File: src/rtl/micro_hash_pkg.sv
// Shared widths, FSM state encoding and job record for the micro-hash scheduler.
// Types only: no logic, no latency, no flow control.
package micro_hash_pkg;
   localparam int PAYLOAD_W = 96;
   localparam int TARGET_W  = 8;
   localparam int NONCE_W   = 32;
   localparam int HASH_W    = 24;

   typedef enum logic [2:0] {
      ST_IDLE = 3'd0,
      ST_LOAD = 3'd1,
      ST_RUN  = 3'd2,
      ST_DONE = 3'd3,
      ST_GAP  = 3'd4
   } state_t;

   typedef struct packed {
      logic [PAYLOAD_W-1:0] payload;
      logic [TARGET_W-1:0]  target;
   } job_t;
endpackage

File: src/rtl/rr_arbiter.sv
// Round-robin picker: the search starts one past the last winner and wraps.
// Purely combinational (0 cycles); it never stalls, and no grant is issued when req is empty.
module rr_arbiter #(
   parameter int NREQ = 4
) (
   input  logic [NREQ-1:0]         req,
   input  logic [$clog2(NREQ)-1:0] last,
   output logic [NREQ-1:0]         gnt,
   output logic [$clog2(NREQ)-1:0] gnt_id
);
   localparam int IDW = $clog2(NREQ);

   logic [IDW-1:0] idx;
   logic           found;

   always_comb begin
      gnt    = '0;
      gnt_id = '0;
      idx    = '0;
      found  = 1'b0;
      for (int i = 1; i <= NREQ; i++) begin
         idx = IDW'((int'(last) + i) % NREQ);
         if (!found && req[idx]) begin
            found    = 1'b1;
            gnt[idx] = 1'b1;
            gnt_id   = idx;
         end
      end
   end
endmodule

File: src/rtl/micro_hash_sched.sv
// Shares one micro-hash core among NREQ job sources; ack one cycle after the IDLE grant, result one cycle after terminado/expiry.
// Requests are level-held until ack and simply wait while a job is in flight (LOAD/RUN/DONE/GAP).
module micro_hash_sched
   import micro_hash_pkg::*;
#(
   parameter int          NREQ       = 4,
   parameter logic [31:0] MAX_CYCLES = 32'd1_000_000
) (
   input  logic                      clk,
   input  logic                      reset,
   input  logic [NREQ-1:0]           req,
   input  logic [NREQ*PAYLOAD_W-1:0] req_payload,
   input  logic [NREQ*TARGET_W-1:0]  req_target,
   output logic [NREQ-1:0]           ack,
   output logic                      busy,
   output logic                      res_valid,
   output logic [$clog2(NREQ)-1:0]   res_id,
   output logic [NONCE_W-1:0]        res_nonce,
   output logic [HASH_W-1:0]         res_hash,
   output logic                      res_timeout,
   output logic [PAYLOAD_W-1:0]      core_payload,
   output logic [TARGET_W-1:0]       core_target,
   output logic                      core_active,
   input  logic                      core_terminado,
   input  logic [NONCE_W-1:0]        core_nonce,
   input  logic [HASH_W-1:0]         core_hash
);
   localparam int IDW = $clog2(NREQ);

   state_t          state;
   logic [IDW-1:0]  last;
   logic [IDW-1:0]  gnt_id;
   logic [NREQ-1:0] gnt;
   logic [31:0]     cnt;
   logic            expire;
   job_t            sel_job;
   job_t            job_q;

   rr_arbiter #(.NREQ(NREQ)) u_arb (
      .req    (req),
      .last   (last),
      .gnt    (gnt),
      .gnt_id (gnt_id)
   );

   always_comb begin
      sel_job = '0;
      for (int i = 0; i < NREQ; i++) begin
         if (gnt[i]) begin
            sel_job.payload = req_payload[i*PAYLOAD_W +: PAYLOAD_W];
            sel_job.target  = req_target[i*TARGET_W +: TARGET_W];
         end
      end
   end

   assign expire       = (MAX_CYCLES != 32'd0) && (cnt == MAX_CYCLES - 32'd1);
   assign core_payload = job_q.payload;
   assign core_target  = job_q.target;

   always_ff @(posedge clk) begin
      if (reset) begin
         state       <= ST_IDLE;
         last        <= IDW'(NREQ - 1);
         cnt         <= '0;
         job_q       <= '0;
         ack         <= '0;
         busy        <= 1'b0;
         res_valid   <= 1'b0;
         res_id      <= '0;
         res_nonce   <= '0;
         res_hash    <= '0;
         res_timeout <= 1'b0;
         core_active <= 1'b0;
      end else begin
         ack       <= '0;
         res_valid <= 1'b0;
         case (state)
            ST_IDLE: begin
               if (|req) begin
                  ack         <= gnt;
                  job_q       <= sel_job;
                  res_id      <= gnt_id;
                  busy        <= 1'b1;
                  core_active <= 1'b1;
                  state       <= ST_LOAD;
               end
            end
            // terminado may still be high from the previous job, so it is not looked at here
            ST_LOAD: begin
               cnt   <= '0;
               state <= ST_RUN;
            end
            ST_RUN: begin
               if (core_terminado || expire) begin
                  res_nonce   <= core_nonce;
                  res_hash    <= core_hash;
                  res_timeout <= !core_terminado;
                  res_valid   <= 1'b1;
                  core_active <= 1'b0;
                  state       <= ST_DONE;
               end else if (cnt != '1) begin
                  cnt <= cnt + 32'd1;
               end
            end
            ST_DONE: begin
               last  <= res_id;
               busy  <= 1'b0;
               state <= ST_GAP;
            end
            ST_GAP:  state <= ST_IDLE;
            default: state <= ST_IDLE;
         endcase
      end
   end
endmodule

File: config.mk
export PLATFORM = sky130hd
export DESIGN_NAME = micro_hash_sched
export DESIGN_NICKNAME = d
export VERILOG_FILES = /design/src/rtl/micro_hash_pkg.sv /design/src/rtl/rr_arbiter.sv /design/src/rtl/micro_hash_sched.sv
export SDC_FILE = /design/constraint.sdc
export NUM_CORES = 1
export LEC_CHECK = 0
export CORE_AREA = 2 2 251 253
export CTS_BUF_LIST = sky130_fd_sc_hd__clkbuf_16
export DETAILED_ROUTE_END_ITERATION = 7
export DIE_AREA = 0 0 253 255
export GPL_TIMING_DRIVEN = 0
export PLACE_DENSITY = 0.52
export SYNTH_ARGS = -nofsm -noshare
export SYNTH_HDL_FRONTEND = slang
export SYNTH_SLANG_ARGS = --single-unit
File: constraint.sdc
create_clock -name clk -period 5.12 [get_ports clk]
set_input_delay 1.28 -clock clk [delete_from_list [all_inputs] [get_ports clk]]
set_output_delay 1.28 -clock clk [all_outputs]
set_load 0.01 [all_outputs]
==> results <==
- The sequential element share of the synthesized area is about two fifths.
- The maximum level of the CTS H-tree is 1.
- The initial utilization of the core area, before any placement, comes to 16.25%.
- Data on the critical path arrives at its endpoint at between 4000 and 5000 ps.
- The worst-case headroom to the max-slew limit is 39.28%.
- The largest delay contributor family on the critical path is buffers and inverters.
- The buffer depth of the longest clock path is 3.
- A synthesized cell averages 8.763 µm².
- Hold repair after CTS inserted 0 buffers.
- The tree is rooted in a clkbuf_16.
- The quantity of I/O buffers inserted on ports is approximately 650.
- For this design the static power due to leakage is between 6 and 7 nW.
- The post-CTS setup repair buffer count is 0.
- The pin count of the biggest net entering global routing is 15.
- The final standard cell area without fillers is between 15,000 and 20,000 µm².
- After detailed placement, the design holds a cell count of about 2,600.
- Setup slack closes at between 900 and 1000 ps.
- After detailed routing, the number of remaining DRC violations is 0.
- The final layout contains routed wiring with a total length of 63.12 mm.
- The wire-length estimate of the detail-placed layout is 51.02 mm.
- For this design the total switching power over the nets is around 3 mW.
- The worst supply voltage drop on vdd is between 0.2 and 0.25 mV.
- The final standard cell count with taps included and fillers excluded is ~2,700.
- After the last flow step, the layout net total stands at 2,317.
- When the netlist entered floorplanning its net count stood at between 1,500 and 2,000.
- The post-synthesis async set-or-reset flop share is 0%.
- Leaving out fill and tap cells, the most frequent cell in the layout is clkdlybuf4s50_1.
- The global route total overflow is 0.
- The hold path startpoint is res_hash[8]$_SDFFE_PP0P_.
- The highest-delay cell along the critical path is nor2_1.
- For this run, the leading register cell type out of synthesis is dfxtp_1.
- Setup repair after global routing left no endpoint under its margin.
- 649 I/O pins were placed.
- The critical path goes through clkdlybuf4s50_1 -> nor2_1 -> a21boi_0 -> nor2_1 -> clkbuf_1 -> clkbuf_1 -> a22oi_1 -> o21ai_1.
- The final-layout worst hold slack is between 400 and 500 ps.
- The tightest min-delay check is of the reg -> reg type.
- The highest cell delay on the worst timing path is approximately 760 ps.
- In this run the worst path has a maximum fanout of 10.
- After the first detailed-routing iteration, the DRC count stood at 963.
- The total die area is 64,520 µm².
- The worst setup slack after placement is 302.2 ps.
- The via count of the routed design is 12,490.
- The final hold violation count is 0.
- The global placer's final weighted congestion is just over 0.9.
- The time the worst path needs with I/O delays and setup is approximately 4200 ps.
- Counting both buffers and inverters, the worst setup path holds a total of 3.
- The critical path starts at req[0].
- For this run, the top clock speed supported by timing is between 200 and 250 MHz.
- The flow ran to the end, and the final reports show no timing, DRC or antenna violations.
- The latest clock arrival within the worst-skew pair is 590 ps.
- The internal power of the cells totals 4.737 mW.
- The mean routed wirelength per cell is between 20 and 25 µm.
- The share of the clock period used by the worst path is about 82%.
- The proportion of power drawn by flip-flops and latches is slightly below 30%.
- The final count of pins violating max slew was 0.
- The share of final-layout standard cells stronger than drive strength 1 is 9.071%.
- The top cell types in the final layout, fill and taps aside, are clkdlybuf4s50_1, dfxtp_1, o21ai_0, nand2_1, a22oi_1.
- The final setup violation count is 0.
- The class of the most critical setup path is in -> reg.
- The vertical extent of the die is approximately 260 µm.
- The launching element type of the critical path is an input port.
- The placed instances occupy a cell area of between 15,000 and 20,000 µm².
- From left edge to right edge, the die measures ~250 µm.
- The residual antenna-violating net count after detailed routing is 0.
- Per report_power, the combinational group accounts for a little under half of the total.
- In this run the standard cell core region covers 62,160 µm².
- The clock group share of total power is between 20% and 30%.
- The average vias per placed instance is 4.660.
- During synthesis, Yosys emitted a total of 0 warnings.
- The layout overhead on the synthesized area is 83.06%.
- Setup total negative slack on the finished layout was measured at 0 ps.
- The global router's overall resource usage is between 10% and 20%.
- The number of antenna violations at the first check in global routing is 43.
- The required time of the critical path is between 5000 and 6000 ps.
- Clock skew on the completed layout was measured at around 17 ps.
- In this run, synthesis inferred 0 flip-flops with an integrated enable.
- The startpoint of the most critical register-to-register path is last[0]$_SDFFE_PP1P_.
- The number of sinks driven by the clock tree is approximately 210.
- The pre-antenna-repair detailed-routing pass consisted of 5 iterations.
- The transition at the pin with the smallest max-transition slack is ~910 ps.
- TritonCTS built the clock tree.
- The netlist uses 52 different library cells.
- The via count of the first global-routing pass is 12,510.
- In this run switching power makes up 38.83% of total power.
- The number of synthesized register bits is between 200 and 250.
- The clock transition at the registers of the reported paths is 60 ps.
- The floorplan has a little over 90 rows.
- The worst setup path is captured at a register.
- The count of mapped cells out of synthesis is between 1,000 and 1,500.
- The global-route wire length before repair is between 80 and 90 mm.
- The count of cells resized by post-cts repair is 0.
- The total power density per cell area is 418.7 nW/µm².
- The number of buffers created by CTS is 29.
- The max-capacitance violation count is 0.
- The synthesized cell area is 10,100 µm².
==> power groups by stage <==
stage          clock network [mW]  registers (mW)  logic [mW]
4_1_cts                      1.94            2.27        3.59
3_5_place_dp                    0            2.30        3.57
3_3_place_gp                    0            2.28        3.55
2_1_floorplan                   0            2.43        1.53
6_report                     1.89            2.28        3.58
5_1_grt                      1.99            2.32        3.84
==> worst paths after layout <==
path                                   endpoint  slack, ps  depth (start not counted)
setup / recovery  core_payload[83]$_SDFFE_PP0P_        940                          8
setup reg to reg  core_payload[89]$_SDFFE_PP0P_       1390                         12
hold / removal         res_hash[8]$_SDFFE_PP0P_        460                          2
hold reg to reg        res_hash[8]$_SDFFE_PP0P_        460                          2
==> cell usage after synthesis (2+ instances only) <==
| library cell | n | area share (%) |
|---|---|---|
| nand3_1 | 11 | 0.54 |
| inv_1 | 6 | 0.22 |
| dfxtp_1 | 207 | 41 |
| a221o_1 | 2 | 0.20 |
| buf_6 | 8 | 0.89 |
| a221oi_2 | 61 | 9.1 |
| a221oi_1 | 46 | 4.0 |
| nor4_1 | 9 | 0.56 |
| buf_2 | 32 | 1.6 |
| nor3b_1 | 2 | 0.15 |
| buf_4 | 6 | 0.45 |
| or3_1 | 3 | 0.19 |
| nor3_1 | 21 | 1.0 |
| nand2b_1 | 6 | 0.37 |
| and3_1 | 3 | 0.19 |
| o21ai_0 | 138 | 6.8 |
| nor2_2 | 2 | 0.12 |
| nand2_1 | 136 | 5.1 |
| a211oi_1 | 2 | 0.15 |
| nand4_1 | 10 | 0.62 |
| a22oi_1 | 104 | 7.7 |
| nor2_1 | 50 | 1.9 |
| a22oi_2 | 2 | 0.25 |
| and4_1 | 5 | 0.43 |
| o311ai_0 | 2 | 0.17 |
| mux4_2 | 4 | 0.89 |
| a21oi_1 | 67 | 3.3 |
| nor4b_1 | 6 | 0.52 |
| o21ai_1 | 78 | 3.9 |
| a22o_1 | 2 | 0.17 |
| clkbuf_4 | 2 | 0.15 |
| nor2b_1 | 3 | 0.19 |
| clkbuf_1 | 63 | 2.3 |
| ha_1 | 9 | 1.1 |
| xnor2_1 | 28 | 2.4 |
==> routing by layer <==
layer | vias up | share of wire [%] | GRT usage (%)
met5 | - | 0.081 | 0
met4 | 8 | 4.4 | 9.349
met3 | 98 | 12 | 7.271
met2 | 626 | 46 | 29.41
met1 | 5988 | 38 | 20.83
li1 | 5768 | - | -
==> logic make-up after synthesis <==
family | after synthesis | share of synthesized area, %
flops | 207 | 41.02
fa+ha+maj | 9 | 1.115
compound gates | 511 | 36.37
xor+xnor | 28 | 2.427
simple gates | 275 | 12.41
mux | 5 | 0.9908
buf+inv | 118 | 5.672
==> through the flow <==
stage                     power, mW  utilization (%)
final                         7.743            29.75
after global routing          8.154            29.71
after global placement        5.836            28.25
after floorplan               3.957                -
after CTS                     7.801            29.64
after detailed placement      5.874            28.25
==> state kept, by name (all words and copies together) (netlist names) <==
| signal | cells |
|---|---|
| res_hash | 24 |
| core_target | 8 |
| last | 2 |
| busy | 1 |
| res_timeout | 1 |
| state | 3 |
| res_valid | 1 |
| res_id | 2 |
| core_active | 1 |
| core_payload | 96 |
| res_nonce | 32 |
| ack | 4 |
| cnt | 32 |
==> worst min-delay path, delay by kind of cell (launching register included) <==
kind	cells	cell delay, ps
AOI/OAI and AO/OA	1	50
and+or+nand+nor	1	50
DFF	1	310
==> final cells by class <==
class                           count  area (µm²)
Multi-Input combinational cell    828        5386
Tap cell                          799       999.7
Antenna cell                       29       72.57
Sequential cell                   207        4144
Clock buffer                       29       725.7
Timing Repair Buffer              645        6456
Inverter                            6       22.52
Clock inverter                     25       137.6
Fill cell                        6603       43660
Buffer                            112       550.5
Power figures use the tool's default switching activity.
